**src/rtl/adma_dm_rd_atx_gen.sv**
```systemverilog
// adma_dm_rd_atx_gen: splits a read descriptor (channel, address, beat count) into AXI INCR bursts
// Ports:
//   clk, rst                           clock, synchronous active-high reset
//   req_chn_id/req_addr/req_beats      descriptor, handshaked by req_vld/req_rdy
//   atx_chn_id/atx_arid/atx_araddr     burst descriptor to the read host,
//   atx_arlen/atx_arburst              handshaked by atx_vld/atx_rdy
//   req_done                           one-cycle pulse once the whole descriptor has been issued
// Macro ADMA_ATXG_4K_BOUND_EN: when defined, bursts are additionally clipped so none crosses a 4 KB boundary.
module adma_dm_rd_atx_gen #(
  parameter int DMA_CHN_NUM    = 4,
  parameter int SRC_ADDR_W     = 32,
  parameter int ATX_SRC_DATA_W = 256,
  parameter int MST_ID_W       = 5,
  parameter int ATX_LEN_W      = 8,
  parameter int ATX_MAX_BEAT   = 16,
  parameter int DMA_LEN_W      = 16,
  localparam int DMA_CHN_NUM_W = (DMA_CHN_NUM > 1) ? $clog2(DMA_CHN_NUM) : 1
) (
  input  logic                     clk,
  input  logic                     rst,
  input  logic [DMA_CHN_NUM_W-1:0] req_chn_id,
  input  logic [SRC_ADDR_W-1:0]    req_addr,
  input  logic [DMA_LEN_W-1:0]     req_beats,
  input  logic                     req_vld,
  output logic                     req_rdy,
  output logic [DMA_CHN_NUM_W-1:0] atx_chn_id,
  output logic [MST_ID_W-1:0]      atx_arid,
  output logic [SRC_ADDR_W-1:0]    atx_araddr,
  output logic [ATX_LEN_W-1:0]     atx_arlen,
  output logic [1:0]               atx_arburst,
  output logic                     atx_vld,
  input  logic                     atx_rdy,
  output logic                     req_done
);
  localparam int BYTE_AMT = ATX_SRC_DATA_W / 8;
  localparam int OFS      = $clog2(BYTE_AMT);
  localparam int BB_W     = $clog2(ATX_MAX_BEAT) + 1;
  typedef enum logic [1:0] {IDLE, CALC, ISSUE} state_t;
  state_t state, state_nxt;
  logic [DMA_CHN_NUM_W-1:0] chn_q;
  logic [SRC_ADDR_W-1:0]    addr_q;
  logic [DMA_LEN_W-1:0]     rem_q;
  logic [ATX_LEN_W-1:0]     arlen_q;
  logic                     done_q;
  logic [BB_W-1:0]          rem_cap;
  logic [BB_W-1:0]          bb_c;
  logic                     req_hs;
  logic                     atx_hs;
  logic                     last;
  assign req_rdy     = state == IDLE;
  assign atx_vld     = state == ISSUE;
  assign req_hs      = req_vld & req_rdy;
  assign atx_hs      = atx_vld & atx_rdy;
  // The burst length is carried as arlen; the beat count of the current burst is arlen+1.
  assign last        = rem_q == DMA_LEN_W'(arlen_q) + DMA_LEN_W'(1);
  assign atx_chn_id  = chn_q;
  assign atx_arid    = MST_ID_W'(chn_q);
  assign atx_araddr  = addr_q;
  assign atx_arlen   = arlen_q;
  assign atx_arburst = 2'b01;
  assign req_done    = done_q;
  assign rem_cap = (rem_q < DMA_LEN_W'(ATX_MAX_BEAT)) ? rem_q[BB_W-1:0] : BB_W'(ATX_MAX_BEAT);
`ifdef ADMA_ATXG_4K_BOUND_EN
  logic [12:0] to_4k;
  logic [12:0] b4k;
  // addr_q is beat-aligned, so the byte distance to the next 4 KB page divides exactly.
  assign to_4k = 13'h1000 - {1'b0, addr_q[11:0]};
  assign b4k   = to_4k >> OFS;
  assign bb_c  = (b4k < 13'(rem_cap)) ? b4k[BB_W-1:0] : rem_cap;
`else
  assign bb_c  = rem_cap;
`endif
  always_ff @(posedge clk) begin
    if (rst) state <= IDLE;
    else state <= state_nxt;
  end
  always_comb begin
    state_nxt = state;
    case (state)
      IDLE:    state_nxt = (req_hs && req_beats != '0) ? CALC : IDLE;
      CALC:    state_nxt = ISSUE;
      ISSUE:   state_nxt = atx_hs ? (last ? IDLE : CALC) : ISSUE;
      default: state_nxt = IDLE;
    endcase
  end
  always_ff @(posedge clk) begin
    if (rst) begin
      chn_q   <= '0;
      addr_q  <= '0;
      rem_q   <= '0;
      arlen_q <= '0;
      done_q  <= 1'b0;
    end else begin
      done_q <= (req_hs && req_beats == '0) || (atx_hs && last);
      if (req_hs) begin
        chn_q  <= req_chn_id;
        addr_q <= req_addr & ~SRC_ADDR_W'(BYTE_AMT - 1);
        rem_q  <= req_beats;
      end
      if (state == CALC) arlen_q <= ATX_LEN_W'(bb_c - BB_W'(1));
      if (atx_hs) begin
        addr_q <= addr_q + ((SRC_ADDR_W'(arlen_q) + SRC_ADDR_W'(1)) << OFS);
        rem_q  <= rem_q - (DMA_LEN_W'(arlen_q) + DMA_LEN_W'(1));
      end
    end
  end
endmodule

```
**config.mk**
```make
export PLATFORM = sky130hd
export DESIGN_NAME = adma_dm_rd_atx_gen
export DESIGN_NICKNAME = d
export VERILOG_FILES = /design/src/rtl/adma_dm_rd_atx_gen.sv
export SDC_FILE = /design/constraint.sdc
export NUM_CORES = 1
export LEC_CHECK = 0
export ABC_AREA = 1
export CORE_MARGIN = 2
export CORE_UTILIZATION = 35
export DETAILED_ROUTE_END_ITERATION = 10
export PLACE_DENSITY = 0.58
export SKIP_CTS_REPAIR_TIMING = 1
export SYNTH_ARGS = -nofsm -noshare
export SYNTH_HDL_FRONTEND = slang
export SYNTH_SLANG_ARGS = --single-unit
```
**constraint.sdc**
```tcl
create_clock -name clk -period 2.84 [get_ports clk]
set_input_delay 0.426 -clock clk [delete_from_list [all_inputs] [get_ports clk]]
set_output_delay 0.426 -clock clk [all_outputs]
set_load 0.02 [all_outputs]
```
==> summary.md <==
| Metric | Value |
|---|---|
| Reg2reg start | `atx_arlen[1]` |
| Largest net degree at the start of global routing | `38` |
| Worst ir drop on vdd | `0.265 mV` |
| Crit path capture type | `register` |
| Met2 WL | `6.65 mm` |
| Hold WC Path Type | `register to register` |
| Clock Sink Count | `54` |
| Period utilization | `88.3%` |
| RePlAce Congestion | `0.939` |
| Switching Share | `36.3%` |
| Hold Path Cell Cnt | `2` |
| Synth unique cells | `48` |
| Drt pass-1 iters | `4` |
| Clock power share | `27.8%` |
| RSZ-0062 raised after global routing | `no` |
| P_leak | `0.00262 µW` |
| Core Box Area | `0.0127 mm²` |
| Die X | `119 µm` |
| Critical-path maximum fanout | `5` |
| Sequential share of the synthesized area | `23.4%` |
| Starting density of the core | `36.3%` |
| Worst skew pair latency | `0.30 ns` |
| Top delay family on crit path | `simple AND/OR/NAND/NOR gates` |
| Num rows | `41` |
| Final core occ | `45.4%` |
| Fin Hold WS | `0.492 ns` |
| Async S/R FF share, synth | `0%` |
| Die ar. | `0.0141 mm²` |
| WL final | `13.8 mm` |
| Minimum clock period | `2.51 ns` |
| Skew final | `0.0126 ns` |
| H-tree depth | `2` |
| Levels on crit path | `14` |
| Final ANT Viol Nets | `0` |
| Die Height | `119 µm` |
| Num ports | `106` |
| Comb pwr share | `36.2%` |
| Filler cells | `1382` |
| Antenna violations before repair | `0` |
| GRT Total Usage | `19.8%` |
| Slowest Stage Delay on Critical Path | `0.39 ns` |
| Least-Margin Pin Slew | `0.884 ns` |
| Commonest non-fill, non-tap cell in the layout | `nand2_1` |
| Reg2Reg Depth | `14` |
| Buf/Inv on CP | `2` |
| Layout Nets | `910` |
| Syn Area/Cell | `6.12 µm²` |
| Worst path cell trace | `ha_1 -> nand3_1 -> nor2_1 -> inv_1 -> nor2_1 -> ha_1 -> nand2_2 -> inv_1 -> a21oi_1 -> nand3_2 -> nand3b_1 -> nand3_1 -> nand2_1 -> a21oi_1` |
| Post-Syn Instances | `754` |
| NetSw | `912 µW` |
| Top_reg_cell synth | `dfxtp_1` |
| Mapped Area | `0.00461 mm²` |
| Crit path required time | `3.01 ns` |
| Met3 routed WL | `630 µm` |
| Worst-case clock buffer depth | `2` |
| Share of cells above drive strength 1 | `6.72%` |
| Overall power | `2510 µW` |
| Setup_tns | `0 ns` |
| Post-synth EDFFs | `0` |
| Post-DP HPWL | `10.5 mm` |
| Vias post-DR | `4800` |
| Fmax | `0.399 GHz` |
| Critical Path Start Type | `register` |
| Post-DR wirelength/cell | `13.8 µm` |
| Reg power frac | `36.0%` |
| DR DRC count | `0` |
| Final Slew Violations | `0` |
| GR Overflow Total | `0` |
| WP data arrival | `2.68 ns` |
| 1st-iter DRT viols | `198` |
| Status | `finished, final reports clean` |
| Most frequent cells in the layout | `nand2_1 (233), inv_1 (102), clkdlybuf4s50_1 (90)` |
| Worst Setup Path Type | `register to register` |
| Seq cells post-synth | `54` |
| Slew Limit Headroom | `41.0%` |
| Synthesis-to-layout area growth | `25.1%` |
| Hold path startpoint | `atx_araddr[5]` |
| # diodes | `0` |
| Crit-path slowest cell | `dfxtp_1` |
| Power Density | `435 mW/mm²` |
| Crit. Startpoint | `atx_arlen[1]` |
| Max cap viols | `0` |
| CTS tree | `yes` |
| First-pass GRT wire length | `22.7 mm` |
| Uppermost layer routed | `met4` |
| Vias per cell | `4.78` |
| Total CTS buffers | `5` |
| Int Power | `1600 µW` |
| Synth Warn # | `0` |
| Vias in the first global route | `4562` |
| Hold Vio Cnt, Final | `0` |
| Clock root cell | `clkbuf_16` |
| M1 WL | `6.32 mm` |
| IO Port Bufs | `90` |
| Worst-path clk slew | `0.08 ns` |
| Final setup vio count | `0` |
-- stage by stage --
stage	setup WS (ns)	std cells	instance area, µm²
floorplan	0.483	762	4640
global placement	0.330	997	5600
detailed placement	0.286	997	5600
CTS	0.286	1005	5760
global route	0.0292	1005	5770
finish	0.332	1005	5770
-- flip-flops by register name, indices dropped and copies added (netlist names) --
signal      flops
req_done        1
atx_araddr     27
state           2
rem_q          16
atx_arlen       6
atx_chn_id      2
-- power by group through the flow --
stage	Sequential [µW]	Clock (µW)	Combinational, µW
3_5_place_dp	923	0	904
6_report	905	699	910
3_3_place_gp	921	0	898
5_1_grt	916	740	1020
2_1_floorplan	948	0	567
4_1_cts	905	725	909
-- layout make-up --
cell class                      instances  area, µm²  share of cell area [%]
Inverter                              106        399                    6.91
Multi-Input combinational cell        568       2960                    51.2
Sequential cell                        54       1080                    18.7
Timing Repair Buffer                   97        953                    16.5
Clock buffer                            8        166                    2.88
Tap cell                              172        215                    3.73
-- per-layer routing --
layer | global-route usage (%) | up-vias
li1 | - | 2539
met1 | 25.8 | 2136
met2 | 34.8 | 106
met3 | 2.59 | 19
met4 | 4.69 | 0
met5 | 0 | -
-- worst paths after layout --
kind | to | slack [ns]
setup / recovery | atx_araddr[22] | 0.33
hold / removal | atx_araddr[5] | 0.49
setup reg to reg | atx_araddr[22] | 0.33
hold reg to reg | atx_araddr[5] | 0.49
-- cell families (layout without fill, tap and decap cells) --
logic type      after synthesis  count (layout)  share of synthesized area (%)
compound gates               99              99                           12.8
xor+xnor                     15              15                           2.85
fa+ha+maj                    24              24                           6.83
buf+inv                     140             211                           13.3
flops                        54              54                           23.4
other cells                   2              10                          0.163
simple gates                420             420                           40.6
-- worst min-delay path, stage by stage (launching register included) --
cell and delay, ns:
dfxtp_1 0.33, nand2_1 0.06, a21oi_1 0.06
-- cells in the mapped netlist, types with 2 or more instances --
cell type	instances	share of area [%]
o21ai_0	13	1.4
clkbuf_1	6	0.49
o221a_2	2	0.49
nand2_4	2	0.49
nor3_2	2	0.43
nand4_1	7	0.95
or2_2	4	0.54
dfxtp_1	54	23
inv_1	102	8.3
nand3_1	62	6.7
conb_1	2	0.16
nand3_2	7	1.5
buf_4	19	3.1
a31oi_1	5	0.68
nor3_1	6	0.65
buf_2	7	0.76
o221ai_1	3	0.57
nor2_2	6	0.81
nand2_1	233	19
a21oi_1	52	5.6
or2_0	2	0.27
nand2_2	7	0.95
ha_1	22	6.0
xnor2_1	5	0.95
nand3b_1	8	1.3
inv_2	3	0.24
xor2_1	10	1.9
o21bai_1	6	0.98
o21a_1	9	1.5
or2_1	2	0.27
nor2_4	3	0.73
fa_1	2	0.87
nor4_1	5	0.68
nor2_1	62	5.0
Power figures use the tool's default switching activity.
